`src/rtl/fetch_ctrl.sv`:
```
// Instruction-fetch sequencer: owns the PC, issues one imem fetch at a time, presents the word to decode.
// Define FETCH_TRACE_EN to add the accepted-instruction trace port (trace_valid_o/trace_pc_o/trace_cnt_o).
//
// state | meaning
// IDLE  | first cycle after reset, no request
// REQ   | request pc_q to imem unless stalled or redirected
// WAIT  | fetch accepted, waiting for the response
// HOLD  | instruction presented to decode until accepted
// KILL  | redirected while a fetch was in flight, drop its response
module fetch_ctrl #(
  parameter logic [31:0] RESET_VEC = 32'h0000_0000
) (
  input  logic        clk,
  input  logic        rst,
  input  logic        stall_i,
  input  logic        redir_valid_i,
  input  logic [31:0] redir_pc_i,
  input  logic        trap_valid_i,
  input  logic [31:0] trap_pc_i,
  output logic        imem_req_valid_o,
  input  logic        imem_req_ready_i,
  output logic [31:0] imem_req_addr_o,
  input  logic        imem_rsp_valid_i,
  input  logic [31:0] imem_rsp_data_i,
  output logic        if_valid_o,
  input  logic        if_ready_i,
  output logic [31:0] if_pc_o,
  output logic [31:0] if_inst_o,
  output logic [31:0] pc_o
`ifdef FETCH_TRACE_EN
  ,
  output logic        trace_valid_o,
  output logic [31:0] trace_pc_o,
  output logic [31:0] trace_cnt_o
`endif
);

  typedef enum logic [2:0] {
    S_IDLE = 3'd0,
    S_REQ  = 3'd1,
    S_WAIT = 3'd2,
    S_HOLD = 3'd3,
    S_KILL = 3'd4
  } state_t;

  state_t      state_q;
  logic [31:0] pc_q;
  logic [31:0] pc_d;
  logic [31:0] addr_q;
  logic        if_valid_q;
  logic [31:0] if_pc_q;
  logic [31:0] if_inst_q;

  logic        redirect;
  logic [31:0] redir_raw;
  logic [31:0] redir_tgt;
  logic        req_fire;

  // Trap wins over branch; targets are forced word-aligned.
  always_comb begin
    redirect  = trap_valid_i | redir_valid_i;
    redir_raw = trap_valid_i ? trap_pc_i : redir_pc_i;
    redir_tgt = redir_raw & ~32'h0000_0003;
  end

  assign imem_req_valid_o = (state_q == S_REQ) & ~stall_i & ~redirect;
  assign req_fire         = imem_req_valid_o & imem_req_ready_i;

  always_comb begin
    pc_d = pc_q;
    if ((state_q != S_IDLE) && redirect)
      pc_d = redir_tgt;
    else if (req_fire)
      pc_d = pc_q + 32'd4;
  end

  always_ff @(posedge clk or negedge rst) begin
    if (!rst) begin
      state_q    <= S_IDLE;
      pc_q       <= RESET_VEC;
      addr_q     <= 32'd0;
      if_valid_q <= 1'b0;
      if_pc_q    <= 32'd0;
      if_inst_q  <= 32'd0;
    end else begin
      pc_q <= pc_d;
      case (state_q)
        S_IDLE: state_q <= S_REQ;
        S_REQ: begin
          if (req_fire) begin
            addr_q  <= pc_q;
            state_q <= S_WAIT;
          end
        end
        S_WAIT: begin
          // A response arriving with the redirect belongs to the old path.
          if (redirect)
            state_q <= imem_rsp_valid_i ? S_REQ : S_KILL;
          else if (imem_rsp_valid_i) begin
            if_inst_q  <= imem_rsp_data_i;
            if_pc_q    <= addr_q;
            if_valid_q <= 1'b1;
            state_q    <= S_HOLD;
          end
        end
        S_HOLD: begin
          if (redirect || if_ready_i) begin
            if_valid_q <= 1'b0;
            state_q    <= S_REQ;
          end
        end
        S_KILL: begin
          if (imem_rsp_valid_i)
            state_q <= S_REQ;
        end
        default: state_q <= S_IDLE;
      endcase
    end
  end

  assign imem_req_addr_o = pc_q;
  assign pc_o            = pc_q;
  assign if_valid_o      = if_valid_q;
  assign if_pc_o         = if_pc_q;
  assign if_inst_o       = if_inst_q;

`ifdef FETCH_TRACE_EN
  logic        accept;
  logic        trace_valid_q;
  logic [31:0] trace_pc_q;
  logic [31:0] trace_cnt_q;

  // A same-cycle redirect squashes the instruction, so it is not traced.
  assign accept = (state_q == S_HOLD) & if_valid_q & if_ready_i & ~redirect;

  always_ff @(posedge clk or negedge rst) begin
    if (!rst) begin
      trace_valid_q <= 1'b0;
      trace_pc_q    <= 32'd0;
      trace_cnt_q   <= 32'd0;
    end else begin
      trace_valid_q <= accept;
      if (accept) begin
        trace_pc_q  <= if_pc_q;
        trace_cnt_q <= trace_cnt_q + 32'd1;
      end
    end
  end

  assign trace_valid_o = trace_valid_q;
  assign trace_pc_o    = trace_pc_q;
  assign trace_cnt_o   = trace_cnt_q;
`endif

endmodule

```
`config.mk`:
```
export PLATFORM = sky130hd
export DESIGN_NAME = fetch_ctrl
export DESIGN_NICKNAME = d
export VERILOG_FILES = /design/src/rtl/fetch_ctrl.sv
export SDC_FILE = /design/constraint.sdc
export NUM_CORES = 1
export LEC_CHECK = 0
export CORE_MARGIN = 1.5
export CORE_UTILIZATION = 48
export DETAILED_ROUTE_END_ITERATION = 16
export HOLD_SLACK_MARGIN = 0.02
export PLACE_DENSITY = 0.87
export SLEW_MARGIN = 20
export SYNTH_ARGS = -nofsm -noshare
export SYNTH_HDL_FRONTEND = slang
export SYNTH_SLANG_ARGS = --single-unit
```
`constraint.sdc`:
```
create_clock -name clk -period 4.1 [get_ports clk]
set_input_delay 0.82 -clock clk [delete_from_list [all_inputs] [get_ports clk]]
set_output_delay 0.82 -clock clk [all_outputs]
set_load 0.01 [all_outputs]
```
### Word-level counts from Yosys, hierarchy flattened

Cells that the tools add are included.

| word-level totals | value |
|---|---|
| input bits | 104 |
| register bits | 132 |
| output and inout bits | 130 |

| cells by class | value |
|---|---|
| reductions and logical operators | 10 |
| bitwise operators | 6 |
| $add $sub $neg | 1 |
| equal/unequal tests | 10 |
| mux-type cells | 14 |

Operator list:

| operator | number |
|---|---|
| $mux W32 | 3 |
| $add A32 B3 Y32 const B | 1 |
| $mux W3 | 6 |
| $pmux W3 S5 | 1 |
| $ne A2 B2 Y1 const B | 5 |
| $reduce_and A4 Y1 | 2 |
| $eq A3 B2 Y1 const B | 2 |
| $reduce_bool A2 Y1 | 2 |
| $and A1 B1 Y1 | 3 |
| $eq A3 B1 Y1 const B | 1 |
| $eq A3 B3 Y1 const B | 1 |
| $logic_not A3 Y1 | 1 |
| $mux W1 | 3 |
| $ne A3 B3 Y1 const B | 1 |
| $reduce_and A3 Y1 | 1 |
| $reduce_bool A3 Y1 | 1 |
| $not A1 Y1 | 2 |
| $pmux W1 S2 | 1 |
| $reduce_and A2 Y1 | 1 |
| $logic_and A1 B1 Y1 | 1 |
| $logic_or A1 B1 Y1 | 1 |
| $or A1 B1 Y1 | 1 |

### Depth between registers and ports, before layout

Gate-level depths: netlist (run 1).

| depth | value |
|---|---|
| depth after elaboration | 6 |
| mapped depth | 8 |
| gate-level depth less buffers | 5 |

### Worst setup path before layout (run 1)

No wires, ideal clock.

| path | value |
|---|---|
| kind | input to output |
| start point | input trap_valid_i |
| end point | output imem_req_valid_o |
| data required time | 3.280 ns |
| stages | 3 |
| slack | 1.622 ns |
| arrival time | 1.658 ns |
| path buffers | 1 |
| cells stage by stage | buf_6 -> or4b_4 -> nor2_1 |

| on the way | value |
|---|---|
| cells in the longest elaborated chain, start to end | 3 |

RTL lines:

| element | RTL line | text |
|---|---|---|
| start: declaration | 18 | `input logic trap_valid_i,` |
| $or A1 B1 Y1 | 61 | `redirect = trap_valid_i \| redir_valid_i;` |
| $not A1 Y1 (no line) | -- |  |
| $and A1 B1 Y1 | 66 | `assign imem_req_valid_o = (state_q == S_REQ) & ~stall_i & ~redirect;` |
| end: declaration | 20 | `output logic imem_req_valid_o,` |

Every way passes these cells.

### Worst setup path in the final report (run 1)

| path | value |
|---|---|
| start point | input redir_valid_i |
| end point | output imem_req_valid_o |

| on the way | value |
|---|---|
| cells in the longest elaborated chain, start to end | 3 |

RTL lines:

| element | RTL line | text |
|---|---|---|
| start: declaration | 16 | `input logic redir_valid_i,` |
| $or A1 B1 Y1 | 61 |  |
| $not A1 Y1 (no line) | -- |  |
| $and A1 B1 Y1 | 66 |  |

Every way passes these cells.

==> results.cfg, run 1 <==
[timing]
setup_violations = 0
tightest_slew_ns = 0.870
setup_tns_ns = 0
slew_viol_final = 0
rsz0062_at_grt = false
finalWorstSetupSlack_ns = 0.582
fmax_mhz = 284
finalCritPeriodShare_pct = 85.8
period_minus_slack_ns = 3.52
fin_skew_ns = 0.00461
whs_ns = 0.359
maxSlewHeadroom_pct = 42.0
finalHoldViolations = 0

[floorplan]
dieArea_sq_um = 13300
io_pins = 234
die_w_microns = 115
row_count = 40
core_area_sq_um = 12200
initial_core_util_pct = 49.9
die_y_microns = 115

[layout]
fin_cells = 920
nFillCells = 893
drive_above_1_share_pct = 15.4
area_delta_synth_final_pct = 43.9
nets = 847
diodes = 0
multi_input_area_sq_um = 2510
ff_latch_area_sq_um = 3150

[setup_path]
end_kind = output port
crit_required_ns = 3.28
rrSetupSlack_ns = 1.67
crit_path_frequent_cell = clkdlybuf4s50_1
slowest_stage = or4b_4
critPathKind = in2out
worstPathCellList = clkdlybuf4s50_1 -> or4b_4 -> nor2_1 -> clkdlybuf4s50_1
max_stage_delay_ns = 0.64
startpoint_type = input port
cp_max_fo = 6
cp.arrival_ns = 2.70

[pwr]
ir_drop_mv = 0.270
cellPowerDensity_nw_per_um2 = 413
leakagePower_nw = 3.96

[detailed_routing]
viasPerCell = 5.45
firstDrtPassIters = 4
drt-initial-drc-count = 361
wl_per_cell_microns = 18.5
dr_total_vias = 5018
totalWireLength_microns = 17000
ant_nets = 0
drc = 0

[synth]
ys_seq_area_share_pct = 52.0
synth_warnings = 0
syn-cell-area_sq_um = 6060
synth-seq-cells = 126
synthDistinctLibCells = 47
synth_cells = 553
syn_area_per_cell_sq_um = 11.0

[clocking]
cts_root_buffer = clkbuf_16
cts_setup_buffers = 0
cts_tree = done
path_clk_slew_ns = 0.05
clockBufferDepth = 2
clock-sinks = 126
htreeDepth = 4
clk_latency_ns = 0.41
ctsResizeCount = 0
holdBufCountCts = 0
cts_inserted_buffers = 17

[placement]
dp_hpwl_microns = 12200
dp.cells = 890
place_congestion = 0.854
place_ws_ns = 0.599
io_buffers = 223

[global_routing]
gr-usage-all-layers_pct = 26.3
grt_start_max_net_pins = 112
antenna_found_initial = 0
grt_pass1_vias = 5289
grt_first_pass_wirelength_microns = 26600
gr-total-overflow = 0

[hold_path]
min_path_type = in2async

[status]
status = finished, final reports clean

[run]
drv_cap = 0
[metrics by stage]
stage	util (%)	power, mW	instance area, sq um
after floorplan	-	1.87	6080
after global placement	67.2	2.24	8170
after detailed placement	67.2	2.27	8170
after CTS	71.6	3.63	8700
after global routing	71.8	3.76	8730
final	71.8	3.61	8730
[worst max-delay path: cells and delay by family]
family	cells	cell delay, ns
simple gates	2	0.76
buf+inv	2	1.12
[cells in the final DEF (no fill, tap or decap), drive strengths merged, types with 2 or more instances in the layout]
| cell | instances |
|---|---|
| a311oi | 6 |
| clkbuf | 22 |
| a221oi | 2 |
| clkinv | 5 |
| nand4 | 8 |
| conb | 6 |
| o22ai | 2 |
| xor2 | 7 |
| a211oi | 24 |
| xnor2 | 6 |
| buf | 10 |
| o221a | 2 |
| nor2 | 8 |
| dfrtp | 126 |
| o21ai | 8 |
| nor4 | 7 |
| nand3 | 10 |
| nand2 | 105 |
| clkdlybuf4s50 | 221 |
| and3 | 11 |
| a21oi | 24 |
| mux2 | 63 |
| inv | 5 |
| a41o | 3 |
| and4 | 5 |
| nor2b | 19 |
| mux2i | 11 |
| nor3 | 12 |
[flip-flops by register name, indices dropped and copies added (netlist names)]
register,flops
if_inst_o,32
addr_q,30
if_pc_o,30
imem_req_addr_o,30
state_q,3
if_valid_o,1
[synth_stat cells (all sizes together)]
cell type	number	share of area (%)
buf	54	6.2
o22ai	2	0.31
nand4	8	1.0
clkbuf	12	0.74
nor2b	19	2.0
a221oi	2	0.29
ha	1	0.21
o21ai	8	0.66
dfrtp	126	52
a311oi	6	0.87
and4	5	0.72
nand2b	1	0.10
xor2	7	1.0
a32o	1	0.17
xnor2	6	0.87
a41o	3	0.50
o211ai	1	0.12
mux2i	11	1.8
inv	5	0.31
mux2	63	12
conb	1	0.062
nand2	105	6.5
o32a	1	0.17
nor4b	1	0.39
or2	1	0.10
and2	1	0.10
o221a	2	0.37
o41ai	1	0.14
or4b	1	0.23
nor3	12	0.99
nand3	10	0.91
nor4	7	1.5
a21o	1	0.12
a221o	1	0.17
nor2	8	0.54
and3	11	1.1
a21oi	24	2.1
a211oi	24	3.0
[per-layer routing]
layer / track usage [%] / routed length [microns] / share of wire [%]
met4: 12.7 / 496 / 2.9
met5: 0 / 0 / 0
met3: 5.80 / 1350 / 7.9
met2: 45.3 / 8520 / 50
met1: 31.2 / 6620 / 39
[kinds of logic (layout without fill, tap and decap cells)]
logic type | count (synthesis) | in the layout | share of synthesized area (%)
AO/OA/AOI/OAI | 77 | 77 | 8.95
XOR/XNOR | 13 | 13 | 1.88
adder cells (fa/ha/maj) | 1 | 1 | 0.206
buffers and inverters | 71 | 265 | 7.22
flip-flops | 126 | 126 | 52.0
multiplexers | 74 | 74 | 13.5
other | 1 | 6 | 0.0618
AND/OR/NAND/NOR | 190 | 190 | 16.2
[report_power, final]
part           switching (mW)  internal (mW)
clock                   0.504          0.850
combinational           0.304          0.396
sequential              0.160           1.39
total                   0.968           2.64
[final cells by class]
cell class                      count  share of cell area, %
Clock inverter                      7                  0.760
Inverter                            5                  0.215
Clock buffer                       22                   5.32
Timing Repair Buffer              231                   26.4
Multi-Input combinational cell    361                   28.7
Sequential cell                   126                   36.1
Tap cell                          168                   2.41
[path summary, 6_finish.rpt]
path,end,startpoint,depth (start not counted)
worst max-delay path,imem_req_valid_o,redir_valid_i,4
worst min-delay path,if_inst_o[26],rst,1
worst max register to register,imem_req_addr_o[30],state_q[0],6
worst min register to register,addr_q[9],addr_q[9],2
max in group asynchronous,if_pc_o[16],rst,2
min in group clk,addr_q[9],addr_q[9],2
Power figures use the tool's default switching activity.
==> inputs of run 2 (changes only) <==
- clock period: 4.1 -> 4.39 ns (I/O delays scaled with it)
==> run 2 against run 1 <==
Power decreased by 0.21%. Die area unchanged. Largest cell class unchanged. Sequential power decreased by 6%. Critical endpoint unchanged. Via count increased by 0.78%. Clock-buffer cell count decreased by 3. Clock power increased by 11%.
==> results.cfg, run 2 (synthesis gave the netlist of run 1 again) <==
[detailed_routing]
totalWireLength_microns = 16800
wl_met1_microns = 6460
firstDrtPassIters = 5
met2_wirelength_microns = 8570
top_layer = met4
ant_nets = 0
drc = 0
met3_length_microns = 1550
drt-initial-drc-count = 328
dr_total_vias = 5057
wl_per_cell_microns = 18.2
viasPerCell = 5.48

[timing]
rsz0062_at_grt = false
tightest_slew_ns = 0.930
period_minus_slack_ns = 3.65
finalCritPeriodShare_pct = 83.2
maxSlewHeadroom_pct = 38.0
slew_viol_final = 0
fin_skew_ns = 0.00901
setup_violations = 0
finalHoldViolations = 0
setup_tns_ns = 0
fmax_mhz = 274

[setup_path]
cp.arrival_ns = 2.77
rr_endpoint = imem_req_addr_o[30]
rrSetupSlack_ns = 1.97
critPathKind = in2out
end_kind = output port
worst_r2r_path_depth = 6
r2r_start = state_q[0]
crit_required_ns = 3.51
startpoint_type = input port
cp_max_fo = 6

[clocking]
cts_setup_buffers = 0
holdBufCountCts = 0
clockBufferDepth = 2
ctsResizeCount = 0
cts_root_buffer = clkbuf_16
clock-sinks = 126
cts_tree = done
clk_latency_ns = 0.41
htreeDepth = 4
cts_inserted_buffers = 17
path_clk_slew_ns = 0.05

[floorplan]
die_y_microns = 115
row_count = 40
dieArea_sq_um = 13300
io_pins = 234
initial_core_util_pct = 49.9
core_area_sq_um = 12200
die_w_microns = 115

[layout]
post-route-util_pct = 72.5
largest_register_ffs = 32
area_delta_synth_final_pct = 45.4
drive_above_1_share_pct = 16.2
nets = 847
nFillCells = 880
mostFrequentLayoutCells = clkdlybuf4s50_1, dfrtp_1, nand2_1
diodes = 0
final_common_cell = clkdlybuf4s50_1
multi_input_area_sq_um = 2510
ff_latch_area_sq_um = 3150

[hold_path]
hp-start = addr_q[19]
holdPathStages = 2
hold_end = addr_q[19]
min_path_type = reg2reg

[placement]
place_congestion = 0.823
io_buffers = 223
dp_hpwl_microns = 12200

[global_routing]
grt_start_max_net_pins = 103
gr-total-overflow = 0
grt_pass1_vias = 5169
grt_first_pass_wirelength_microns = 26400
gr-usage-all-layers_pct = 26.3
antenna_found_initial = 0

[run]
drv_cap = 0

[pwr]
leakagePower_nw = 3.99
ir_drop_mv = 0.226
cellPowerDensity_nw_per_um2 = 408

[status]
status = finished, final reports clean
-- run 2: layout make-up --
class,count,share of cell area [%]
sequential,126,35.8
multi-input combinational,361,28.5
clock buffer,19,5.14
tap,168,2.38
clock inverter,13,2.10
timing repair buffer,231,26.0
inverter,5,0.213
-- run 2: worst max-delay path, cell delays in order --
cell	delay (ns)
clkdlybuf4s50_1	0.58
or4b_4	0.64
nor2_1	0.12
clkdlybuf4s50_1	0.55
-- run 2: stage by stage --
| step | instances | instance area (sq um) | total power [mW] | setup WS, ns | hold slack, ns |
|---|---|---|---|---|---|
| 2_1_floorplan | 558 | 6080 | 1.75 | 1.80 | 0.442 |
| 3_3_place_gp | 891 | 8180 | 2.09 | 0.779 | 0.454 |
| 3_5_place_dp | 891 | 8180 | 2.12 | 0.745 | 0.459 |
| 4_1_cts | 923 | 8820 | 3.63 | 0.729 | 0.473 |
| 5_1_grt | 923 | 8820 | 3.75 | 0.649 | 0.503 |
| 6_report | 923 | 8820 | 3.60 | 0.738 | 0.473 |
-- run 2: worst max path at each step --
stage	start	to	slack, ns	cells past startpoint
global placement	redir_valid_i	imem_req_valid_o	0.78	4
detailed placement	redir_valid_i	imem_req_valid_o	0.74	4
floorplan	trap_valid_i	imem_req_valid_o	1.80	3
CTS	redir_valid_i	imem_req_valid_o	0.73	4
global route	redir_valid_i	imem_req_valid_o	0.65	4
finish	redir_valid_i	imem_req_valid_o	0.74	4
-- run 2: report_power, final --
group	internal, mW	total (mW)	switching (mW)
logic	0.367	0.649	0.282
clock network	0.981	1.50	0.518
registers	1.30	1.45	0.151
total	2.65	3.60	0.951
-- run 2: layer usage --
layer,vias up,global-route usage [%]
met2,258,45.8
met1,2471,31.3
li1,2300,-
met4,0,9.96
met3,28,6.48
met5,-,0
